===== config.mk =====
export PLATFORM = sky130hd
export DESIGN_NAME = mem_arbiter_flat
export DESIGN_NICKNAME = d
export VERILOG_FILES = /design/src/rtl/mem_arbiter_if.sv /design/src/rtl/mem_arbiter.sv /design/src/flat_wrapper.sv
export SDC_FILE = /design/constraint.sdc
export NUM_CORES = 1
export LEC_CHECK = 0
export BUFFER_PORTS_ARGS = -buffer_cell sky130_fd_sc_hd__buf_2
export CORE_MARGIN = 2
export CORE_UTILIZATION = 49
export DETAILED_ROUTE_END_ITERATION = 10
export PLACE_DENSITY = 0.9
export SKIP_LAST_GASP = 1
export SYNTH_ARGS = -nofsm -noshare
export SYNTH_HDL_FRONTEND = slang
export SYNTH_SLANG_ARGS = --single-unit

===== constraint.sdc =====
create_clock -name clk -period 2.8 [get_ports clk]
set_clock_uncertainty 0.1 [all_clocks]
set_input_delay 0.56 -clock clk [delete_from_list [all_inputs] [get_ports clk]]
set_output_delay 0.56 -clock clk [all_outputs]
set_load 0.03 [all_outputs]

===== src/rtl/mem_arbiter_if.sv =====
// mem_arbiter_if: bundle of the IF port, D port, memory port and busy.
// slave = arbiter side, master = requesters/memory side.
interface mem_arbiter_if #(
   parameter int ADDR_W = 32,
   parameter int DATA_W = 32
);
   logic                  if_req;
   logic [ADDR_W-1:0]     if_addr;
   logic                  if_ack;
   logic [DATA_W-1:0]     if_rdata;
   logic                  if_err;

   logic                  d_req;
   logic                  d_we;
   logic [ADDR_W-1:0]     d_addr;
   logic [DATA_W-1:0]     d_wdata;
   logic [DATA_W/8-1:0]   d_be;
   logic                  d_ack;
   logic [DATA_W-1:0]     d_rdata;
   logic                  d_err;

   logic                  mem_req;
   logic                  mem_we;
   logic [ADDR_W-1:0]     mem_addr;
   logic [DATA_W-1:0]     mem_wdata;
   logic [DATA_W/8-1:0]   mem_be;
   logic                  mem_ack;
   logic [DATA_W-1:0]     mem_rdata;

   logic                  busy;

   modport slave (
      input  if_req, if_addr,
      output if_ack, if_rdata, if_err,
      input  d_req, d_we, d_addr, d_wdata, d_be,
      output d_ack, d_rdata, d_err,
      output mem_req, mem_we, mem_addr, mem_wdata, mem_be,
      input  mem_ack, mem_rdata,
      output busy
   );

   modport master (
      output if_req, if_addr,
      input  if_ack, if_rdata, if_err,
      output d_req, d_we, d_addr, d_wdata, d_be,
      input  d_ack, d_rdata, d_err,
      input  mem_req, mem_we, mem_addr, mem_wdata, mem_be,
      output mem_ack, mem_rdata,
      input  busy
   );
endinterface


===== src/rtl/mem_arbiter.sv =====
// mem_arbiter: round-robin IF/D arbiter for a single-port memory.
// Optional access watchdog: define MEM_ARB_TIMEOUT_EN.
module mem_arbiter #(
   parameter int ADDR_W  = 32,
   parameter int DATA_W  = 32,
   parameter int TIMEOUT = 15
) (
   input  logic            clk,
   input  logic            rst,
   mem_arbiter_if.slave    bus
);
   typedef enum logic [1:0] {
      IDLE = 2'd0,
      BUSY = 2'd1,
      DONE = 2'd2
   } state_t;

   state_t            state;
   state_t            state_nxt;
   logic              grant_d;
   logic              any_req;
   logic              pick_d;
   logic              finish;
   logic              timed_out;
   logic [DATA_W-1:0] rdata_cap;

   // grant_d doubles as the owner of the current access and as last_grant
   assign any_req   = bus.if_req | bus.d_req;
   assign pick_d    = bus.d_req & (~bus.if_req | ~grant_d);
   assign finish    = (state == BUSY) & (bus.mem_ack | timed_out);
   assign rdata_cap = (bus.mem_ack & ~bus.mem_we) ? bus.mem_rdata : '0;
   assign bus.busy  = (state != IDLE);

`ifdef MEM_ARB_TIMEOUT_EN
   localparam logic [7:0] LAST_WAIT = 8'(TIMEOUT - 1);

   logic [7:0] wait_cnt;
   logic       if_err_q;
   logic       d_err_q;

   assign timed_out  = (state == BUSY) & ~bus.mem_ack &
                       (wait_cnt == LAST_WAIT);
   assign bus.if_err = if_err_q;
   assign bus.d_err  = d_err_q;

   // count BUSY cycles without an acknowledge; zero outside BUSY
   always_ff @(posedge clk) begin
      if (rst) begin
         wait_cnt <= '0;
      end else if (state != BUSY) begin
         wait_cnt <= '0;
      end else if (!bus.mem_ack) begin
         wait_cnt <= wait_cnt + 8'd1;
      end
   end

   // error flag pulses alongside the owner's ack
   always_ff @(posedge clk) begin
      if (rst) begin
         if_err_q <= 1'b0;
         d_err_q  <= 1'b0;
      end else begin
         if_err_q <= 1'b0;
         d_err_q  <= 1'b0;
         if (finish) begin
            if (grant_d) d_err_q  <= timed_out;
            else         if_err_q <= timed_out;
         end
      end
   end
`else
   assign timed_out  = 1'b0;
   assign bus.if_err = 1'b0;
   assign bus.d_err  = 1'b0;
`endif

   // state register
   always_ff @(posedge clk) begin
      if (rst) state <= IDLE;
      else     state <= state_nxt;
   end

   // next-state: grant in IDLE, wait in BUSY, single DONE cycle
   always_comb begin
      state_nxt = state;
      unique case (state)
         IDLE:    if (any_req) state_nxt = BUSY;
         BUSY:    if (finish)  state_nxt = DONE;
         DONE:    state_nxt = IDLE;
         default: state_nxt = IDLE;
      endcase
   end

   // latch the winning request into the memory port, hold until ack
   always_ff @(posedge clk) begin
      if (rst) begin
         grant_d       <= 1'b0;
         bus.mem_req   <= 1'b0;
         bus.mem_we    <= 1'b0;
         bus.mem_addr  <= '0;
         bus.mem_wdata <= '0;
         bus.mem_be    <= '0;
      end else if (state == IDLE && any_req) begin
         grant_d       <= pick_d;
         bus.mem_req   <= 1'b1;
         bus.mem_we    <= pick_d & bus.d_we;
         bus.mem_addr  <= pick_d ? bus.d_addr : bus.if_addr;
         bus.mem_wdata <= (pick_d & bus.d_we) ? bus.d_wdata : '0;
         bus.mem_be    <= (pick_d & bus.d_we) ? bus.d_be : '1;
      end else if (finish) begin
         bus.mem_req   <= 1'b0;
      end
   end

   // completion: one-cycle ack and held read data per port
   always_ff @(posedge clk) begin
      if (rst) begin
         bus.if_ack   <= 1'b0;
         bus.d_ack    <= 1'b0;
         bus.if_rdata <= '0;
         bus.d_rdata  <= '0;
      end else begin
         bus.if_ack <= 1'b0;
         bus.d_ack  <= 1'b0;
         if (finish) begin
            if (grant_d) begin
               bus.d_ack   <= 1'b1;
               bus.d_rdata <= rdata_cap;
            end else begin
               bus.if_ack   <= 1'b1;
               bus.if_rdata <= rdata_cap;
            end
         end
      end
   end
endmodule


===== src/flat_wrapper.sv =====
// flat-port wrapper written by rule: the top's interface ports become plain ports
module mem_arbiter_flat 
#(
   parameter int ADDR_W  = 32,
   parameter int DATA_W  = 32,
   parameter int TIMEOUT = 15
)
  (clk, rst, bus_if_req, bus_if_addr, bus_if_ack, bus_if_rdata, bus_if_err, bus_d_req, bus_d_we, bus_d_addr, bus_d_wdata, bus_d_be, bus_d_ack, bus_d_rdata, bus_d_err, bus_mem_req, bus_mem_we, bus_mem_addr, bus_mem_wdata, bus_mem_be, bus_mem_ack, bus_mem_rdata, bus_busy);
  mem_arbiter_if #(.ADDR_W(ADDR_W), .DATA_W(DATA_W)) bus_i ();
  input  logic clk;
  input  logic rst;
  input wire logic [$bits(bus_i.if_req)-1:0] bus_if_req;
  input wire logic [$bits(bus_i.if_addr)-1:0] bus_if_addr;
  output wire logic [$bits(bus_i.if_ack)-1:0] bus_if_ack;
  output wire logic [$bits(bus_i.if_rdata)-1:0] bus_if_rdata;
  output wire logic [$bits(bus_i.if_err)-1:0] bus_if_err;
  input wire logic [$bits(bus_i.d_req)-1:0] bus_d_req;
  input wire logic [$bits(bus_i.d_we)-1:0] bus_d_we;
  input wire logic [$bits(bus_i.d_addr)-1:0] bus_d_addr;
  input wire logic [$bits(bus_i.d_wdata)-1:0] bus_d_wdata;
  input wire logic [$bits(bus_i.d_be)-1:0] bus_d_be;
  output wire logic [$bits(bus_i.d_ack)-1:0] bus_d_ack;
  output wire logic [$bits(bus_i.d_rdata)-1:0] bus_d_rdata;
  output wire logic [$bits(bus_i.d_err)-1:0] bus_d_err;
  output wire logic [$bits(bus_i.mem_req)-1:0] bus_mem_req;
  output wire logic [$bits(bus_i.mem_we)-1:0] bus_mem_we;
  output wire logic [$bits(bus_i.mem_addr)-1:0] bus_mem_addr;
  output wire logic [$bits(bus_i.mem_wdata)-1:0] bus_mem_wdata;
  output wire logic [$bits(bus_i.mem_be)-1:0] bus_mem_be;
  input wire logic [$bits(bus_i.mem_ack)-1:0] bus_mem_ack;
  input wire logic [$bits(bus_i.mem_rdata)-1:0] bus_mem_rdata;
  output wire logic [$bits(bus_i.busy)-1:0] bus_busy;
  assign bus_i.if_req = bus_if_req;
  assign bus_i.if_addr = bus_if_addr;
  assign bus_if_ack = bus_i.if_ack;
  assign bus_if_rdata = bus_i.if_rdata;
  assign bus_if_err = bus_i.if_err;
  assign bus_i.d_req = bus_d_req;
  assign bus_i.d_we = bus_d_we;
  assign bus_i.d_addr = bus_d_addr;
  assign bus_i.d_wdata = bus_d_wdata;
  assign bus_i.d_be = bus_d_be;
  assign bus_d_ack = bus_i.d_ack;
  assign bus_d_rdata = bus_i.d_rdata;
  assign bus_d_err = bus_i.d_err;
  assign bus_mem_req = bus_i.mem_req;
  assign bus_mem_we = bus_i.mem_we;
  assign bus_mem_addr = bus_i.mem_addr;
  assign bus_mem_wdata = bus_i.mem_wdata;
  assign bus_mem_be = bus_i.mem_be;
  assign bus_i.mem_ack = bus_mem_ack;
  assign bus_i.mem_rdata = bus_mem_rdata;
  assign bus_busy = bus_i.busy;
  mem_arbiter #(.ADDR_W(ADDR_W), .DATA_W(DATA_W), .TIMEOUT(TIMEOUT)) u_core (.clk(clk), .rst(rst), .bus(bus_i));
endmodule

======== Word-level counts from Yosys, hierarchy flattened ========
Cells that the tools add are included.
cells by class
  reduce and logical (&&, ||, !) cells .... 8
  muxes and demuxes ....................... 11
  bitwise gates (word level) .............. 10
  eq/ne operators ......................... 3
operator list
  cell                count
  $mux 32             3
  $reduce_and 2->1    3
  $and 1x1->1         4
  $mux 1              4
  $mux 2              2
  $mux 4              1
  $ne 2x1->1 const B  2
  $not 1->1           4
  $pmux 2 s2          1
  $reduce_bool 2->1   2
  $eq 2x1->1 const B  1
  $logic_not 2->1     1
  $or 1x1->1          2
  $reduce_or 2->1     1
  $logic_and 1x1->1   1
word-level totals
  logic and storage cells ................. 43
  bits in registers ....................... 139
  input bits .............................. 138
  output and inout port bits .............. 139

======== Longest topological paths before layout ========
  depth in word-level cells ............... 5
  depth in mapped cells ................... 6
  gate-level depth less buffers ........... 4

======== Least setup slack after synthesis ========
Ideal clock, no wire load.
  path type ............................... register -> output
  start point ............................. reg u_core.state[1]
  end point ............................... out bus_busy
  path buffers ............................ 1
  path slack .............................. 1.146 ns
  required time ........................... 2.140 ns
  data arrival time ....................... 0.994 ns
  stages on the path, launching flop included .. 4
  path through ............................ dfxtp_1 -> nor2_4 -> inv_2 -> clkbuf_1
on the way
  cells in the longest elaborated chain, start to end .. 1
ends and longest elaborated chain
  item                    RTL line            text
  start, declared         mem_arbiter.sv:18   state_t state;
  start signal, assigned  mem_arbiter.sv:80   else state <= state_nxt;
  $reduce_bool 2->1       mem_arbiter.sv:32   assign bus.busy = (state != IDLE);
  end, declared           flat_wrapper.sv:32  output wire logic [$bits(bus_i.busy)-1:0] bus_busy;
No other way between the ends.

======== Final worst setup path ========
  start point ............................. reg u_core.state[0]
  end point ............................... out bus_busy
The elaborated chain is that of the path after synthesis.

==> metrics.yaml <==
status: "completed"
drc: 0
die_x_microns: 109.3
internal_power_mw: 3.622
start_util_pct: 50.16
p_leak_nw: 3.298
grt_start_max_net_pins: 70
seqPwrFrac_pct: 41.8
setup_ws_ns: 0.8208
overflow: 0
final_layout_size_suffix_gt1_share_pct: 36.75
htreeDepth: 4
path_clk_slew_ns: 0.06
path_class: "reg -> out"
cp_cell_sequence: "nor2_4 > inv_2 > buf_2"
gp_congestion: 0.8515
grtUsageMet3_pct: 7.291
worst_pin_slew_ns: 0.8221
slew_headroom_pct: 45.06
synthCells: 658
min_period_ns: 1.979
numCtsBuffers: 17
place_inst: 1014
cts_tree: "built"
finalMaxSlewViolations: 0
final_core_util_pct: 67.54
final_area_sq_um: 7322
portBuffers: 274
preCtsSetupSlack_ns: 0.7315
yosysTopAreaCell: "dfxtp_1"
firstDrtPassIters: 6
yosysWarningCount: 0
swShare_pct: 28.89
grt_pass1_wl_mm: 24.34
clockBufferDepth: 2
worstSetupStartpointType: "register"
end_kind: "output pin"
antenna_cells: 0
worst_ep_arrival_time_ns: 1.32
crit_required_ns: 2.14
synth.distinct_cells: 30
cp_top_family: "flip-flops"
first_global_vias: 5008
seq_area_frac_synth_pct: 51.17
rr_worst_depth: 4
routedWlPerCell_microns: 15.40
hold_viol: 0
synth_area_leaders: "dfxtp_1 (51%), o21ai_0 (9.0%), nand2_1 (9.0%)"
yosysMostFrequentCell: "dfxtp_1"
rows: 38
antenna_found_initial: 0
dp_hpwl_mm: 11.00
synth_ff_type: "dfxtp_1"
layout.nets: 1031
coreArea_sq_um: 10840
root_buffer: "clkbuf_8"
post_cts_resized: 0
max-vdd-ir-drop_uv: 427.2
ant_nets: 0
cp_num_cells: 3
period_share_pct: 70.69
use_met2_pct: 43.69
netlist.area_leader.share_pct: 51.17
critPathSlowestCell: "dfxtp_1"
syn_to_final_growth_pct: 34.65
grt.busiest_layer: "met2"
p_per_area_nw_per_um2: 695.7
num_io_pins: 277
final_cells: 1046
setup_viol: 0
syn_area_per_cell_sq_um: 8.264
drt-total-wl_mm: 16.10
p_sw_mw: 1.471
die_area_sq_um: 11960
synth_edf_count: 0
p_comb_share_pct: 15.4
p_clk_share_pct: 42.8
clk-insertion-delay-late_ns: 0.51
drt-vias-per-instance: 5.544
synthArstFlopShare_pct: 0
path_max_fanout: 5
max_cap_violations: 0
max_freq_mhz: 505.3
synth_area_sq_um: 5438
path_buf_inv: 2
final.setup.tns_ns: 0
globalRouteMet1Util_pct: 30.47
hold_path.class: "in -> reg"
die_h_microns: 109.3
cts.sinks: 139
post-cts-setup-buffers: 0
synthTopCellsByCount: "dfxtp_1 (139), nand2_1 (130), o21ai_0 (98), a21oi_1 (68), nand3_1 (66)"
rsz0062_at_grt: "false"
synth-seq-cells: 139
max_stage_delay_ns: 0.41
hold_path_depth: 3
postCtsHoldBufs: 0
vias: 5799
drt_iter0_drc: 514
dpl_cell_area_sq_um: 6748
track_usage_pct: 25.75
n_fill_cell: 912
[cells in the final DEF, fill, tap and decap left out, types with 2 or more instances in the layout]
| master | n |
|---|---|
| buf_2 | 274 |
| dfxtp_1 | 139 |
| nand2_1 | 130 |
| o21ai_0 | 98 |
| a21oi_1 | 68 |
| nand3_1 | 66 |
| nand4_1 | 32 |
| a311oi_1 | 32 |
| clkbuf_16 | 16 |
| buf_4 | 13 |
| o221a_2 | 4 |
| clkinvlp_4 | 4 |
| inv_6 | 3 |
| nor2_4 | 2 |
| inv_2 | 2 |
| conb_1 | 2 |
| clkbuf_8 | 2 |
| bufinv_16 | 2 |
| clkbuf_1 | 2 |
| clkinv_4 | 2 |
[routing by layer]
| layer | part of all wire [%] | vias up |
|---|---|---|
| li1 | - | 2818 |
| met1 | 39 | 2653 |
| met2 | 51 | 300 |
| met3 | 8.5 | 28 |
| met4 | 2.1 | 0 |
| met5 | 0 | - |
[metrics by stage]
stage | hold WS, ns | power (mW)
6_report | 0.1829 | 5.094
5_1_grt | 0.1681 | 5.289
4_1_cts | 0.1530 | 5.110
3_5_place_dp | 0.3475 | 2.954
3_3_place_gp | 0.3408 | 2.945
2_1_floorplan | 0.3865 | 2.692
[registers in the layout (all words and copies together), names as in the netlist]
signal and cells:
u_core.bus.d_rdata 32, u_core.bus.if_rdata 32, u_core.bus.mem_addr 32, u_core.bus.mem_wdata 32, u_core.bus.mem_be 4, u_core.state 2
u_core.bus.d_ack 1, u_core.bus.if_ack 1, u_core.bus.mem_req 1, u_core.bus.mem_we 1, u_core.grant_d 1
[path summary, 6_finish.rpt]
kind                                        start                            endpoint  slack (ns)
setup / recovery     u_core.state[0]$_SDFFE_PP0P_                            bus_busy        0.82
hold / removal                   bus_mem_rdata[3]  u_core.bus.d_rdata[3]$_SDFFE_PP0P_        0.18
setup reg to reg     u_core.state[1]$_SDFFE_PP0P_   u_core.bus.mem_be[1]$_SDFFE_PP0P_        0.90
hold reg to reg   u_core.bus.mem_req$_SDFFE_PP0P_     u_core.bus.mem_req$_SDFFE_PP0P_        0.35
[power groups by stage]
| stage | registers (mW) | logic, mW | clock network, mW |
|---|---|---|---|
| 5_1_grt | 2.14 | 0.845 | 2.30 |
| 6_report | 2.13 | 0.786 | 2.18 |
| 2_1_floorplan | 2.36 | 0.333 | 0 |
| 3_5_place_dp | 2.17 | 0.783 | 0 |
| 3_3_place_gp | 2.17 | 0.776 | 0 |
| 4_1_cts | 2.13 | 0.784 | 2.20 |
[logic make-up (layout without fill, tap and decap cells)]
| kind of cell | after synthesis | in the layout | synth area share (%) |
|---|---|---|---|
| other | 1 | 2 | 0.06896 |
| AOI/OAI and AO/OA | 204 | 204 | 21.65 |
| and+or+nand+nor | 240 | 240 | 20.46 |
| buffers and inverters | 74 | 321 | 6.649 |
| DFF | 139 | 139 | 51.17 |
[worst reg2reg max path, stage by stage, from the launching register on]
cell,delay (ns)
dfxtp_1,0.35
nor2_4,0.13
buf_4,0.56
nand3_1,0.34
o221a_2,0.32
[cell type report]
cell class | instances | area, sq um | area share [%]
Timing Repair Buffer | 287 | 1469 | 20.06
Sequential cell | 139 | 2783 | 38.00
Clock inverter | 12 | 138.9 | 1.897
Clock buffer | 20 | 435.4 | 5.947
Inverter | 2 | 7.507 | 0.1025
Tap cell | 140 | 175.2 | 2.392
Multi-Input combinational cell | 446 | 2313 | 31.60
(Power assumes the default switching activity.)
